$ cat src/rtl/tick_gen_pkg.sv
// Shared timing constants for the decade strobe generator and its counters.
// Holds the decade ladder, the default clock rate and the prescaler width helper.
package tick_gen_pkg;

    localparam int unsigned CLK_HZ_DEFAULT = 20_000_000;
    localparam int unsigned NUM_DECADES    = 6;
    localparam logic [3:0]  DECADE_TC      = 4'd9;

    // Microseconds per strobe period, fastest (u1clk) to slowest (s1clk).
    localparam int unsigned US_PER_TICK [0:NUM_DECADES] =
        '{1, 10, 100, 1_000, 10_000, 100_000, 1_000_000};

    // A divide-by-one prescaler still needs a 1-bit register.
    function automatic int unsigned pre_width(input int unsigned pre_div);
        return (pre_div > 1) ? $clog2(pre_div) : 1;
    endfunction

endpackage

$ cat src/rtl/decade_cnt.sv
// One 0..9 stage of the decade chain; advances when the faster stage wraps.
// tc_out is combinational so a whole chain can roll over on a single edge.
module decade_cnt
    import tick_gen_pkg::*;
(
    input  logic       clk,
    input  logic       rstn,
    input  logic       halt,
    input  logic       en_in,
    output logic       tc_out,
    output logic [3:0] count
);

    logic adv;

    assign adv    = en_in && !halt;
    assign tc_out = adv && (count == DECADE_TC);

    // NOTE: state registers use non-blocking assignments and a synchronous reset,
    // so every counter in the chain samples the same pre-edge values.
    always_ff @(posedge clk) begin
        if (!rstn) begin
            count <= 4'd0;
        end else if (adv) begin
            // An upset value above 9 falls back to 0 instead of counting on.
            count <= (count >= DECADE_TC) ? 4'd0 : count + 4'd1;
        end
    end

endmodule

$ cat src/rtl/tick_gen.sv
// Free-running timebase: a 1 us prescaler feeding six decade stages, producing
// registered, phase-aligned one-cycle strobes from 1 us up to 1 s.
module tick_gen
    import tick_gen_pkg::*;
#(
    parameter int unsigned CLK_HZ = CLK_HZ_DEFAULT
) (
    input  logic clk,
    input  logic rstn,
    input  logic halt,
    output logic u1clk,
    output logic u10clk,
    output logic u100clk,
    output logic m1clk,
    output logic m10clk,
    output logic m100clk,
    output logic s1clk
);

    localparam int unsigned    PRE_DIV = CLK_HZ / US_PER_TICK[NUM_DECADES];
    localparam int unsigned    PRE_W   = pre_width(PRE_DIV);
    localparam logic [PRE_W-1:0] PRE_TC = PRE_W'(PRE_DIV - 1);

    logic [PRE_W-1:0]            pre;
    logic [NUM_DECADES:0]        tc;
    logic [NUM_DECADES:0]        strobe;
    logic [NUM_DECADES-1:0][3:0] dcount;
    logic [NUM_DECADES*4-1:0]    unused_counts;

    always_ff @(posedge clk) begin
        if (!rstn) begin
            pre <= '0;
        end else if (!halt) begin
            pre <= (pre >= PRE_TC) ? '0 : pre + 1'b1;
        end
    end

    // Gating tc[0] with halt freezes the whole chain and blanks every strobe.
    assign tc[0] = !halt && (pre == PRE_TC);

    for (genvar k = 0; k < NUM_DECADES; k++) begin : g_decade
        decade_cnt u_cnt (
            .clk    (clk),
            .rstn   (rstn),
            .halt   (halt),
            .en_in  (tc[k]),
            .tc_out (tc[k+1]),
            .count  (dcount[k])
        );
    end

    // Stage counts are internal state only; the chain exposes just its tc signals.
    assign unused_counts = dcount;

    always_ff @(posedge clk) begin
        if (!rstn) begin
            strobe <= '0;
        end else begin
            strobe <= tc;
        end
    end

    assign u1clk   = strobe[0];
    assign u10clk  = strobe[1];
    assign u100clk = strobe[2];
    assign m1clk   = strobe[3];
    assign m10clk  = strobe[4];
    assign m100clk = strobe[5];
    assign s1clk   = strobe[6];

endmodule

$ cat config.mk
export PLATFORM = sky130hd
export DESIGN_NAME = tick_gen
export DESIGN_NICKNAME = d
export VERILOG_FILES = /design/src/rtl/tick_gen_pkg.sv /design/src/rtl/decade_cnt.sv /design/src/rtl/tick_gen.sv
export SDC_FILE = /design/constraint.sdc
export NUM_CORES = 1
export LEC_CHECK = 0
export BUFFER_PORTS_ARGS = -buffer_cell sky130_fd_sc_hd__buf_2
export CAP_MARGIN = 20
export CORE_UTILIZATION = 45
export CTS_CLUSTER_SIZE = 24
export DETAILED_ROUTE_END_ITERATION = 10
export GPL_ROUTABILITY_DRIVEN = 0
export GPL_TIMING_DRIVEN = 0
export HOLD_SLACK_MARGIN = 0.06
export PLACE_DENSITY = 0.72
export SYNTH_ARGS = -nofsm -noshare
export SYNTH_HDL_FRONTEND = slang
export SYNTH_SLANG_ARGS = --single-unit
$ cat constraint.sdc
create_clock -name clk -period 1.88 [get_ports clk]
set_input_delay 0.188 -clock clk [delete_from_list [all_inputs] [get_ports clk]]
set_output_delay 0.188 -clock clk [all_outputs]
set_load 0.03 [all_outputs]
; ---- After elaboration in Yosys (flattened, before gate mapping)
; Cells that the tools add are included.
[totals]
reg_bits = 36
input_bits = 3
out_inout_bits = 7
word_cells = 50
[classes]
addsub = 7
order_cmp = 7
n_eq_ne = 7
mux = 7
n_reduce_logical = 14
[op_table]
columns = op, count
row1 = adder 4 x 1 -> 4 bit (second input constant), 6
row2 = equality test 4 bit (second input constant), 6
row3 = greater-or-equal comparator 4 bit (second input constant), 6
row4 = two-way mux 4 bit, 6
row5 = logical AND 1 bit, 13
row6 = adder 5 x 1 -> 5 bit (second input constant), 1
row7 = equality test 5 bit (second input constant), 1
row8 = greater-or-equal comparator 5 bit (second input constant), 1
row9 = two-way mux 5 bit, 1
row10 = logical NOT 1 bit, 1

; ---- Longest topological paths before layout
; Gate-level depths: netlist (run 1).
[depth]
ltp_word = 14
depth_mapped = 7
depth_no_buf = 6

; ---- Cells and area by module
; Synthesis (run 1) repeated with hierarchy kept, for this count alone.
[unflattened]
cells_unflattened = 184
hier_area_um2 = 1849.3
[by_module_without_submodules]
columns = module, n_inst, cells_per_inst, area_each_um2
row1 = decade_cnt, 6, 23, 232.7
row2 = tick_gen, 1, 46, 452.9

; ---- Least setup slack after synthesis (run 1)
; OpenSTA, ideal clock, no wires.
[synth_timing]
path_kind = reg-to-reg
from = register g_decade[2].u_cnt.count[1]
to = register g_decade[4].u_cnt.count[2]
setup_ns = 0.134
arrival_time_ns = 1.687
t_required_ns = 1.746
path_slack_ns = 0.058
path_stages_with_launch = 7
path_buffers = 0
period_less_slack_ns = 1.822
cell_sequence = dfxtp_1 inv_1 ha_1 nand4bb_4 or4_1 o311ai_0 o31ai_1
[synth_via]
elab_chain_len = 5
[synth_lines]
columns = item, line
row1 = "start, declared", decade_cnt.sv:11  ; output logic [3:0] count
row2 = "start signal, assigned", decade_cnt.sv:26  ; count <= (count >= DECADE_TC) ? 4'd0 : count + 4'd1;
row3 = equality test 4 bit, decade_cnt.sv:17  ; assign tc_out = adv && (count == DECADE_TC);
row4 = logical AND 1 bit, decade_cnt.sv:17
row5 = logical AND 1 bit, decade_cnt.sv:16  ; assign adv = en_in && !halt;
row6 = logical AND 1 bit, decade_cnt.sv:17
row7 = logical AND 1 bit, decade_cnt.sv:16
row8 = "end signal, assigned", decade_cnt.sv:26
row9 = "end, declared", decade_cnt.sv:11
; No other way between the ends.
; A chain may end at the register's enable or synchronous reset.

; ---- Final worst setup path (run 1)
[layout_timing]
from = register pre[1]
to = register g_decade[5].u_cnt.count[3]
[layout_via]
elab_chain_len = 13
[layout_lines]
columns = item, line
row1 = "start, declared", tick_gen.sv:24  ; logic [PRE_W-1:0] pre;
row2 = "start signal, assigned", tick_gen.sv:34  ; pre <= (pre >= PRE_TC) ? '0 : pre + 1'b1;
row3 = equality test 5 bit, tick_gen.sv:39  ; assign tc[0] = !halt && (pre == PRE_TC);
row4 = logical AND 1 bit, tick_gen.sv:39
row5 = logical AND 1 bit, decade_cnt.sv:16
row6 = logical AND 1 bit, decade_cnt.sv:17
row7 = logical AND 1 bit, decade_cnt.sv:16
row8 = logical AND 1 bit, decade_cnt.sv:17
row9 = logical AND 1 bit, decade_cnt.sv:16
row10 = logical AND 1 bit, decade_cnt.sv:17
row11 = logical AND 1 bit, decade_cnt.sv:16
row12 = logical AND 1 bit, decade_cnt.sv:17
row13 = logical AND 1 bit, decade_cnt.sv:16
row14 = logical AND 1 bit, decade_cnt.sv:17
row15 = logical AND 1 bit, decade_cnt.sv:16
row16 = "end signal, assigned", decade_cnt.sv:26
row17 = "end, declared", decade_cnt.sv:11
; No other way between the ends.

==> results of run 1 <==
[power breakdown]
group | switching (mW) | internal (mW) | total [mW]
Sequential | 0.00542 | 0.767 | 0.773
Clock | 0.266 | 0.299 | 0.565
Combinational | 0.0273 | 0.0167 | 0.0441
Total | 0.299 | 1.08 | 1.38
[stage by stage]
stage | hold WS (ns) | utilization, % | setup TNS (ns) | setup slack, ns | cell area [um2]
3_5_place_dp | 0.487 | 49.7 | -0.904 | -0.155 | 2020
4_1_cts | 0.195 | 52.9 | 0 | 0.00264 | 2150
2_1_floorplan | 0.361 | - | 0 | 0.0582 | 1920
5_1_grt | 0.207 | 54.1 | -0.0515 | -0.0240 | 2190
3_3_place_gp | 0.481 | 49.7 | -1.01 | -0.141 | 2020
6_report | 0.203 | 54.1 | 0 | 0.0548 | 2190
[repair_timing]
action                                  in CTS  in global routing
pin swaps                                    1                  2
buffers inserted                             1                  2
resized for setup                           10                 15
endpoints found under the setup margin      14                 23
hold endpoints to repair                     0                  0
[Yosys cell counts, drive strengths merged]
master	number	area share (%)
xnor2	5	2.3
nand3b	2	0.78
or4	3	1.2
a21oi	6	1.6
nor3b	1	0.39
o21ai	8	2.1
or3	3	1.2
o211ai	1	0.39
and4b	1	0.52
nor2	21	4.1
a41oi	2	0.91
inv	20	3.9
buf	3	1.1
nand4b	5	2.3
clkbuf	2	0.39
o22ai	1	0.33
nand2b	2	0.65
nand3	11	2.9
dfxtp	36	38
nor2b	1	0.33
nor4b	1	1.2
or3b	2	0.91
nor3	3	0.78
nand4bb	1	1.4
nor4	2	0.65
o31ai	8	3.1
nand2	17	3.3
mux2i	7	3.7
o311ai	2	0.91
a2111oi	1	0.46
and3b	2	0.91
xor2	4	1.8
and3	1	0.33
and2	1	0.33
o21ba	1	0.52
nor4bb	1	0.52
ha	19	12
nand4	4	1.6
[metal layers]
layer / share of wire (%) / vias up / global-route usage, %
met5: 0 / - / 0
met4: 1.8 / 0 / 7.98
met3: 2.9 / 7 / 4.56
met2: 45 / 23 / 27.0
met1: 50 / 702 / 22.2
li1: - / 776 / -
[layout make-up]
type,instances,area (um2)
Fill cell,356,1860
Multi-Input combinational cell,150,1140
Sequential cell,36,728
Clock buffer,8,90.1
Inverter,20,75.1
Timing Repair Buffer,11,62.6
Tap cell,50,62.6
Buffer,5,35.0
[critical path: stages (launching register included)]
cell and delay [ns]:
sky130_fd_sc_hd__dfxtp_1 0.37, sky130_fd_sc_hd__ha_2 0.21, sky130_fd_sc_hd__nor4b_4 0.19, sky130_fd_sc_hd__buf_4 0.18, sky130_fd_sc_hd__nand4_4 0.15, sky130_fd_sc_hd__or4_4 0.52
sky130_fd_sc_hd__a21oi_2 0.13
[sequential cells by signal, summed over array words and instances (netlist names)]
signal / count
strobe: 7
g_decade.u_cnt.count: 24
pre: 5
[path summary, 6_finish.rpt]
| path | end | startpoint | cells past startpoint | slack [ns] |
|---|---|---|---|---|
| max | g_decade[5].u_cnt.count[3] | pre[1] | 6 | 0.05 |
| min | pre[0] | halt | 3 | 0.20 |
| max reg2reg | g_decade[5].u_cnt.count[3] | pre[1] | 6 | 0.05 |
| min reg2reg | g_decade[3].u_cnt.count[1] | g_decade[3].u_cnt.count[1] | 2 | 0.50 |
[layout by cell type, fill, tap and decap left out, types with 3 or more instances in the layout]
master	n
sky130_fd_sc_hd__o21ai_0	4
sky130_fd_sc_hd__mux2i_1	7
sky130_fd_sc_hd__clkbuf_1	4
sky130_fd_sc_hd__dfxtp_2	6
sky130_fd_sc_hd__o21ai_1	4
sky130_fd_sc_hd__buf_4	3
sky130_fd_sc_hd__nand4_1	3
sky130_fd_sc_hd__a21oi_1	5
sky130_fd_sc_hd__inv_1	19
sky130_fd_sc_hd__xnor2_1	5
sky130_fd_sc_hd__clkbuf_8	6
sky130_fd_sc_hd__o31ai_1	8
sky130_fd_sc_hd__nand3_1	10
sky130_fd_sc_hd__dfxtp_1	30
sky130_fd_sc_hd__xor2_1	4
sky130_fd_sc_hd__ha_1	17
sky130_fd_sc_hd__nor3_1	3
sky130_fd_sc_hd__buf_2	9
sky130_fd_sc_hd__nand4b_1	5
sky130_fd_sc_hd__nand2_1	17
sky130_fd_sc_hd__nor2_1	21
[cell families (layout without fill, tap and decap cells)]
kind of cell             Yosys count  in the layout
AND/OR/NAND/NOR                   85             85
AO/OA/AOI/OAI                     30             30
multiplexers                       7              7
flip-flops                        36             36
XOR/XNOR                           9              9
buffers and inverters             25             44
adder cells (fa/ha/maj)           19             19
==> results.txt, run 1 <==
----------------------------------------------------
[Detailed routing]
  Routed len/inst ... between 10 and 15 um
  First-pass iteration count of the detailed router ... 8
  Detailed-route DRC error count ... 0
  Routed vias ... approximately 1,500
  Via density per instance ... between 5 and 6
  Initial DRC count ... 67
  Count of nets left with antenna violations after detail routing ... 0
  Total detailed-routing wirelength ... ~3500 um

[Logic synthesis]
  Post-synthesis sequential area ratio ... 37.6%
  Complex-gate fraction of the synthesized area ... 10.3%
  Post-synth net total ... between 200 and 250
  Count of unique library cells instantiated by Yosys ... 41
  Post-synthesis register bit count ... 36
  Combined area of all synthesized cells ... 0.00192 mm2
  Ys Warns ... 0
  Post-Synth Adder-Cell Area ... 12.4%
  Xor and xnor fraction of the mapped netlist area ... 4.11%
  Post-synthesis share of cell area spent on and, or, nand and nor gates ... 26.5%
  Mean post-synth cell area ... 9.08 um2
  Multiplexer share of the synthesized area ... around 3.7%
  Combinational family with the most area after synthesis ... simple AND/OR/NAND/NOR gates
  Gate Count Post-Synth ... 211

[Job]
  Number of maximum-capacitance violations ... 0

[Floorplanning]
  Std-Cell Rows ... 23
  Starting Density ... 47.2%
  Area enclosed by the die boundary ... 0.00452 mm2
  Core footprint ... 0.00406 mm2
  Top-level port count ... 10
  DIE HEIGHT ... 67.2 um
  Die span in x ... slightly below 70 um

[Critical path]
  Critical path arrival ... 2.05 ns
  Setup crit start kind ... register
  Crit Path Class ... reg -> reg
  Worst Path Max Fanout ... 7
  Setup crit end kind ... register
  Required time reported for the critical path endpoint ... 2.11 ns

[STA]
  Final Critical Period ... 1.83 ns
  Share of the clock period used by the worst path after layout ... 97.1%
  Slew of the pin with the lowest slew margin ... about 0.62 ns
  Highest attainable clock frequency ... 0.548 GHz
  Endpoints failing setup ... 0
  Final hold violation count ... 0
  Relative slew margins ... 58.2%
  Worst-case clock skew ... 0.00394 ns
  Total count of max-transition violations in the final report ... 0

[CTS]
  Num Clock Sinks ... 36
  Number of buffers on the longest clock path ... 2
  Root Driver ... sky130_fd_sc_hd__clkbuf_8
  H-Tree Level Count ... 2
  Clock latency reported for the late side of the worst-skew pair ... 0.29 ns
  TritonCTS clock tree ... built
  CTS Buf Count ... 5
  # hold bufs at CTS ... 0
  CTS clock-pin slew for the worst setup and hold paths ... 0.07 ns

[Pwr]
  Maximum resistive drop on vdd ... 484 uV
  Leakage dissipation ... 0.868 nW
  Total power divided by cell area ... between 600 and 700 mW/mm2
  Power consumption ... 1.38 mW

[Finish]
  Final #Nets ... 251
  ANT cells ... 0
  Synth-to-layout area growth ... 14.5%
  Non-filler cells in the finished layout ... 280
  Layout cells sized above 1 ... 18.3%

[GRT]
  Gr ovfl total ... 0
  Vias in the first global route ... approximately 1,300
  Maximum number of pins on one net before global-route repair ... 11
  Antenna violations before repair ... 0
  Overall global routing resource usage ... 17.3%
  First-pass GRT wire length ... 5810 um

[Hold path]
  Class of the tightest hold or removal check ... in -> reg

[Placement]
  Post-Place Cells ... 269
  Number of input and output port buffers inserted ... 8
  Final HPWL DP ... 2450 um

[Status]
  Outcome ... completed

----------------------------------------------------
Note: power is estimated with default switching activity, not from simulation.
==> run 2: changes to the inputs <==
ABC_CLOCK_PERIOD_IN_PS = 1880   (was default)
BUFFER_PORTS_ARGS = default   (was -buffer_cell sky130_fd_sc_hd__buf_2)
DONT_BUFFER_PORTS = 1   (was default)
PLACE_DENSITY = 0.7   (was 0.72)
==> run 2 against run 1 <==
  * Register-to-register slack is essentially flat
  * Sequential power is essentially flat
  * Die area stayed put
  * Highest routed layer unchanged
==> results.txt, run 2 (synthesized netlist as in run 1, its figures left out) <==
----------------------------------------------------
[Floorplanning]
  Core footprint ... 0.00406 mm2 (unchanged)
  Area enclosed by the die boundary ... 0.00452 mm2 (unchanged)
  Starting Density ... 47.2% (unchanged)
  Die span in x ... 67.2 um (unchanged)
  Std-Cell Rows ... 23 (unchanged)
  Top-level port count ... 10 (unchanged)
  DIE HEIGHT ... 67.2 um (unchanged)

[Detailed routing]
  Routed len/inst ... 13.0 um (+4.0%)
  Count of nets left with antenna violations after detail routing ... 0 (unchanged)
  First-pass iteration count of the detailed router ... 4 (-4)
  Total detailed-routing wirelength ... 3590 um (+2.5%)
  Routed vias ... 1,504 (-0.27%)
  Via density per instance ... 5.45 (+1.2%)
  Initial DRC count ... 100 (+49%)
  Detailed-route DRC error count ... 0 (unchanged)

[Finish]
  Non-filler cells in the finished layout ... 276 (-1.4%)
  ANT cells ... 0 (unchanged)
  Registers with the most flip-flops ... g_decade.u_cnt.count: 24 flops, strobe: 7 flops, pre: 5 flops
  Final #Nets ... 247 (-1.6%)
  Number of flip-flops under the largest register name ... 24 (unchanged)
  Largest register by flop count ... g_decade.u_cnt.count
  Most frequent standard cell in the layout excluding fill and tap cells ... sky130_fd_sc_hd__dfxtp_1
  Most frequent cells in the layout ... sky130_fd_sc_hd__dfxtp_1 (29), sky130_fd_sc_hd__nor2_1 (20), sky130_fd_sc_hd__inv_1 (19)
  Synth-to-layout area growth ... 15.1%
  Layout cells sized above 1 ... 19.5% (+1.2 points)
  Final core area utilization ... 54.3% (+0.28 points)

[Critical path]
  Setup crit end kind ... register
  Worst setup path start ... pre[0]
  Required time reported for the critical path endpoint ... 2.09 ns (-0.02 ns)
  Critical path arrival ... 2.04 ns (about the same)
  Start of the worst register-to-register path ... pre[0]
  Worst Path Max Fanout ... 7 (unchanged)
  Crit Path Class ... reg -> reg
  Setup crit start kind ... register

[STA]
  Highest attainable clock frequency ... 0.546 GHz (-0.43%)
  Worst-case clock skew ... 0.00574 ns (+0.00180 ns)
  RSZ-0062 raised after global routing ... true
  Share of the clock period used by the worst path after layout ... 97.5% (+0.42 points)
  Final hold violation count ... 0 (unchanged)
  Slew of the pin with the lowest slew margin ... 0.640 ns (+0.0182 ns)
  Relative slew margins ... 57.0% (-1.2 points)
  Smallest setup slack after layout ... 0.0470 ns (-0.00782 ns)
  Endpoints failing setup ... 0 (unchanged)
  Total negative setup slack ... 0 ns (unchanged)
  Total count of max-transition violations in the final report ... 0 (unchanged)
  Final Critical Period ... 1.83 ns (+0.00783 ns)
  Hold Slack ... 0.135 ns (-0.0678 ns)

[CTS]
  Root Driver ... sky130_fd_sc_hd__clkbuf_8
  CTS Buf Count ... 5 (unchanged)
  Number of buffers on the longest clock path ... 2 (unchanged)
  Clock latency reported for the late side of the worst-skew pair ... 0.28 ns (about the same)
  # hold bufs at CTS ... 0 (unchanged)
  H-Tree Level Count ... 2 (unchanged)
  CTS clock-pin slew for the worst setup and hold paths ... 0.07 ns (about the same)
  Num Clock Sinks ... 36 (unchanged)
  TritonCTS clock tree ... built

[Pwr]
  Total power divided by cell area ... 620 mW/mm2 (-1.6%)
  Leakage dissipation ... 0.844 nW (-2.7%)
  Maximum resistive drop on vdd ... 464 uV (-4.1%)

[Placement]
  Post-Place Cells ... 261 (-3.0%)
  Final HPWL DP ... 2410 um (-1.9%)
  Post-placement worst setup slack ... -0.154 ns (+0.00143 ns)
  Number of input and output port buffers inserted ... 0 (-8)

[GRT]
  First-pass GRT wire length ... 5910 um (+1.8%)
  Maximum number of pins on one net before global-route repair ... 11 (unchanged)
  Overall global routing resource usage ... 17.4% (+0.023 points)
  Antenna violations before repair ... 0 (unchanged)
  Vias in the first global route ... 1,389 (+7.1%)
  Gr ovfl total ... 0 (unchanged)

[Hold path]
  Class of the tightest hold or removal check ... in -> reg
  Origin of the worst min-delay path ... rstn

[Job]
  Number of maximum-capacitance violations ... 0 (unchanged)

[Status]
  Outcome ... completed

----------------------------------------------------
## run 2: changes by cell type in the layout (fill, tap and decap cells not counted), moves of 2 or more
cell	before	now
sky130_fd_sc_hd__o21ai_0	4	6
sky130_fd_sc_hd__buf_2	9	1
sky130_fd_sc_hd__buf_4	3	7
sky130_fd_sc_hd__o21ai_1	4	2
## run 2: final timing paths
kind                                                   end  slack, ns  cells after the start
worst max-delay path            g_decade[5].u_cnt.count[3]       0.05                      6
worst min-delay path                             strobe[6]       0.14                      2
worst max register to register  g_decade[5].u_cnt.count[3]       0.05                      6
worst min register to register  g_decade[3].u_cnt.count[1]       0.48                      2
## run 2: repair_timing
item / CTS / global route
gates resized for setup: 9 / 20
pin swaps: 2 / 3
gates cloned: 0 / 0
buffers inserted: 3 / 4
endpoints found under the hold margin: 0 / 0
setup endpoints to repair: 19 / 25
## run 2: layer usage
layer | share of wire (%) | global-route usage (%) | vias up | wire length, um
met5 | 0 | 0 | - | 0
li1 | - | - | 768 | -
met3 | 2.8 | 5.74 | 6 | 100
met1 | 48 | 22.0 | 709 | 1720
met4 | 0.86 | 3.99 | 0 | 31
met2 | 48 | 28.4 | 21 | 1730
## run 2: final cells by class
cell class,instances,area [um2]
plain buffers,5,35.0
clock buffers,8,90.1
fillers,378,1850
inverters,20,75.1
multi-input cells,150,1160
flip-flops and latches,36,729
well taps,50,62.6
repair buffers,7,52.6
## run 2: worst max-delay path, stage by stage, from the launching register on
cell and delay [ns]:
sky130_fd_sc_hd__dfxtp_2 0.36, sky130_fd_sc_hd__ha_2 0.19, sky130_fd_sc_hd__nor4b_4 0.21, sky130_fd_sc_hd__buf_4 0.18
sky130_fd_sc_hd__nand4_4 0.14, sky130_fd_sc_hd__or4_4 0.52, sky130_fd_sc_hd__a21oi_2 0.15
## run 2: report_power, final
part	internal, mW	leakage, nW	switching (mW)
Clock	0.299	0.0455	0.253
Combinational	0.0163	0.505	0.0253
Sequential	0.768	0.293	0.00543
## run 2: per-stage QoR
stage                     area [um2]  total power, mW
after floorplan                 1920            0.819
final                           2200             1.37
after detailed placement        1980            0.829
after CTS                       2110             1.38
after global placement          1980            0.828
after global routing            2200             1.43
==> run 3: changes to the inputs <==
CORE_MARGIN = 3   (was default)
==> run 3 against run 2 <==
  * Cell count shrank 0.72%
  * Register-to-register slack lost 0.03 ns
  * Critical path depth is the same
  * Power shrank 4.0%
  * Combinational power grew 26%
  * Final area shrank 0.62%
  * Largest cell class unchanged
==> results.txt, run 3 (synthesized netlist as in run 1, its figures left out) <==
----------------------------------------------------
[STA]
  Worst-case clock skew ... 0.00422 ns (-0.00152 ns)
  Final hold violation count ... 0 (unchanged)
  Highest attainable clock frequency ... 0.537 GHz (-1.6%)
  Total count of max-transition violations in the final report ... 0 (unchanged)
  Hold Slack ... 0.137 ns (+0.00169 ns)
  RSZ-0062 raised after global routing ... true
  Share of the clock period used by the worst path after layout ... 99.1% (+1.5 points)
  Smallest setup slack after layout ... 0.0178 ns (-0.0291 ns)
  Total negative setup slack ... 0 ns (unchanged)
  Slew of the pin with the lowest slew margin ... 0.633 ns (-0.00734 ns)
  Endpoints failing setup ... 0 (unchanged)
  Final Critical Period ... 1.86 ns (+0.0291 ns)
  Relative slew margins ... 57.4% (+0.49 points)

[Floorplanning]
  Core footprint ... 0.00406 mm2 (unchanged)
  Starting Density ... 47.2% (unchanged)
  Area enclosed by the die boundary ... 0.00508 mm2 (+12%)
  Top-level port count ... 10 (unchanged)
  DIE HEIGHT ... 71.2 um (+5.9%)
  Std-Cell Rows ... 23 (unchanged)
  Die span in x ... 71.2 um (+5.9%)

[Pwr]
  Cell Int Power ... 1.03 mW (-4.9%)
  Switching Power ... 282 uW (-0.56%)
  Reg power frac ... 58.9% (+2.3 points)
  Total power divided by cell area ... 599 mW/mm2 (-3.4%)
  Part of the power in combinational logic ... 4.0% (+1.0 points)
  Clk network pwr share ... 37.1% (-3.3 points)
  Switching portion of total power ... 21.5% (+0.75 points)
  Leakage dissipation ... 0.844 nW (about the same)
  Maximum resistive drop on vdd ... 330 uV (-29%)

[Finish]
  Largest register by flop count ... g_decade.u_cnt.count
  Layout cells sized above 1 ... 16.5% (-3.0 points)
  Final-layout fill cell count ... 383 (+1.3%)
  Number of flip-flops under the largest register name ... 24 (unchanged)
  Most frequent standard cell in the layout excluding fill and tap cells ... sky130_fd_sc_hd__dfxtp_1
  Final #Nets ... 248 (+0.40%)
  Synth-to-layout area growth ... 14.4%
  Registers with the most flip-flops ... g_decade.u_cnt.count: 24 flops, strobe: 7 flops, pre: 5 flops
  Most frequent cells in the layout ... sky130_fd_sc_hd__dfxtp_1 (33), sky130_fd_sc_hd__nor2_1 (20), sky130_fd_sc_hd__inv_1 (19)
  Final non-filler cell area ... 0.00219 mm2 (-0.62%)
  ANT cells ... 0 (unchanged)

[Placement]
  Post-placement worst setup slack ... -0.165 ns (-0.0111 ns)
  Cell area reported after detailed placement ... 0.00198 mm2 (unchanged)
  Number of input and output port buffers inserted ... 0 (unchanged)
  Final HPWL DP ... 2410 um (+0.13%)

[Detailed routing]
  Met2 Wirelength ... 1550 um (-11%)
  First-pass iteration count of the detailed router ... 4 (unchanged)
  Count of nets left with antenna violations after detail routing ... 0 (unchanged)
  Highest routed metal layer ... met4
  Via density per instance ... 5.43 (-0.34%)
  Total detailed-routing wirelength ... 3430 um (-4.4%)
  Sum of routed wire segments on met1 ... 1720 um (-0.41%)
  Routed vias ... 1,488 (-1.1%)
  Met3 WL ... 100 um (unchanged)
  Routed len/inst ... 12.5 um (-3.7%)
  Initial DRC count ... 60 (-40%)
  Detailed-route DRC error count ... 0 (unchanged)

[CTS]
  CTS Buf Count ... 5 (unchanged)
  H-Tree Level Count ... 2 (unchanged)
  Clock latency reported for the late side of the worst-skew pair ... 0.28 ns (about the same)
  Num Clock Sinks ... 36 (unchanged)
  Root Driver ... sky130_fd_sc_hd__clkbuf_8
  CTS clock-pin slew for the worst setup and hold paths ... 0.07 ns (about the same)
  Number of buffers on the longest clock path ... 2 (unchanged)
  TritonCTS clock tree ... built
  # hold bufs at CTS ... 0 (unchanged)

[GRT]
  Gr ovfl total ... 0 (unchanged)
  Vias in the first global route ... 1,355 (-2.4%)
  First-pass GRT wire length ... 5950 um (+0.58%)
  Overall global routing resource usage ... 14.8% (-2.6 points)
  Antenna violations before repair ... 0 (unchanged)
  Maximum number of pins on one net before global-route repair ... 11 (unchanged)

[Status]
  Outcome ... completed

[Critical path]
  Crit Path Class ... reg -> reg
  Setup crit start kind ... register
  Start of the worst register-to-register path ... pre[1]
  Critical path arrival ... 2.08 ns (+0.04 ns)
  Worst Path Max Fanout ... 7 (unchanged)
  Required time reported for the critical path endpoint ... 2.10 ns (about the same)
  Worst setup path start ... pre[1]
  Setup crit end kind ... register

[Hold path]
  Origin of the worst min-delay path ... rstn
  Class of the tightest hold or removal check ... in -> reg

[Job]
  Number of maximum-capacitance violations ... 0 (unchanged)

----------------------------------------------------
-- run 3: area by class of cell --
class	instances	area, um2	share of cell area (%)
well taps	50	62.6	2.86
multi-input cells	150	1160	52.9
inverters	20	75.1	3.43
plain buffers	5	35.0	1.60
clock buffers	5	68.8	3.14
repair buffers	8	60.1	2.74
flip-flops and latches	36	729	33.3
-- run 3: power groups by stage --
stage,Sequential (mW),Clock [mW],Combinational (mW)
floorplan,0.789,0,0.0306
global placement,0.790,0,0.0386
detailed placement,0.790,0,0.0392
CTS,0.774,0.504,0.0416
global route,0.773,0.529,0.0596
finish,0.773,0.487,0.0525
-- run 3: repair_timing --
action,in CTS,in global routing
pin swaps,1,7
gates resized for setup,13,15
endpoints found under the setup margin,17,22
setup buffers,3,5
-- run 3: through the flow --
step	power, mW	std cells	utilization (%)
finish	1.31	274	54.0
global route	1.36	274	54.0
CTS	1.32	269	51.8
detailed placement	0.829	261	48.8
global placement	0.828	261	48.8
floorplan	0.819	211	-
-- run 3: final timing paths --
check        slack, ns  depth (start not counted)                          to
min               0.14                          2                   strobe[6]
max reg2reg       0.02                          6  g_decade[5].u_cnt.count[3]
max               0.02                          6  g_decade[5].u_cnt.count[3]
min reg2reg       0.50                          2  g_decade[4].u_cnt.count[1]
-- run 3: routing by layer --
metal	vias up	GRT usage (%)
li1	767	-
met2	15	23.0
met3	8	3.93
met1	698	18.8
met5	-	0
met4	0	7.52
-- run 3: worst max-delay path: stages, from the launching register on --
cell and delay [ns]:
sky130_fd_sc_hd__dfxtp_4 0.36, sky130_fd_sc_hd__ha_4 0.13, sky130_fd_sc_hd__nor4b_4 0.30, sky130_fd_sc_hd__buf_4 0.19, sky130_fd_sc_hd__nand4_4 0.14, sky130_fd_sc_hd__or4_4 0.55, sky130_fd_sc_hd__a21oi_2 0.12
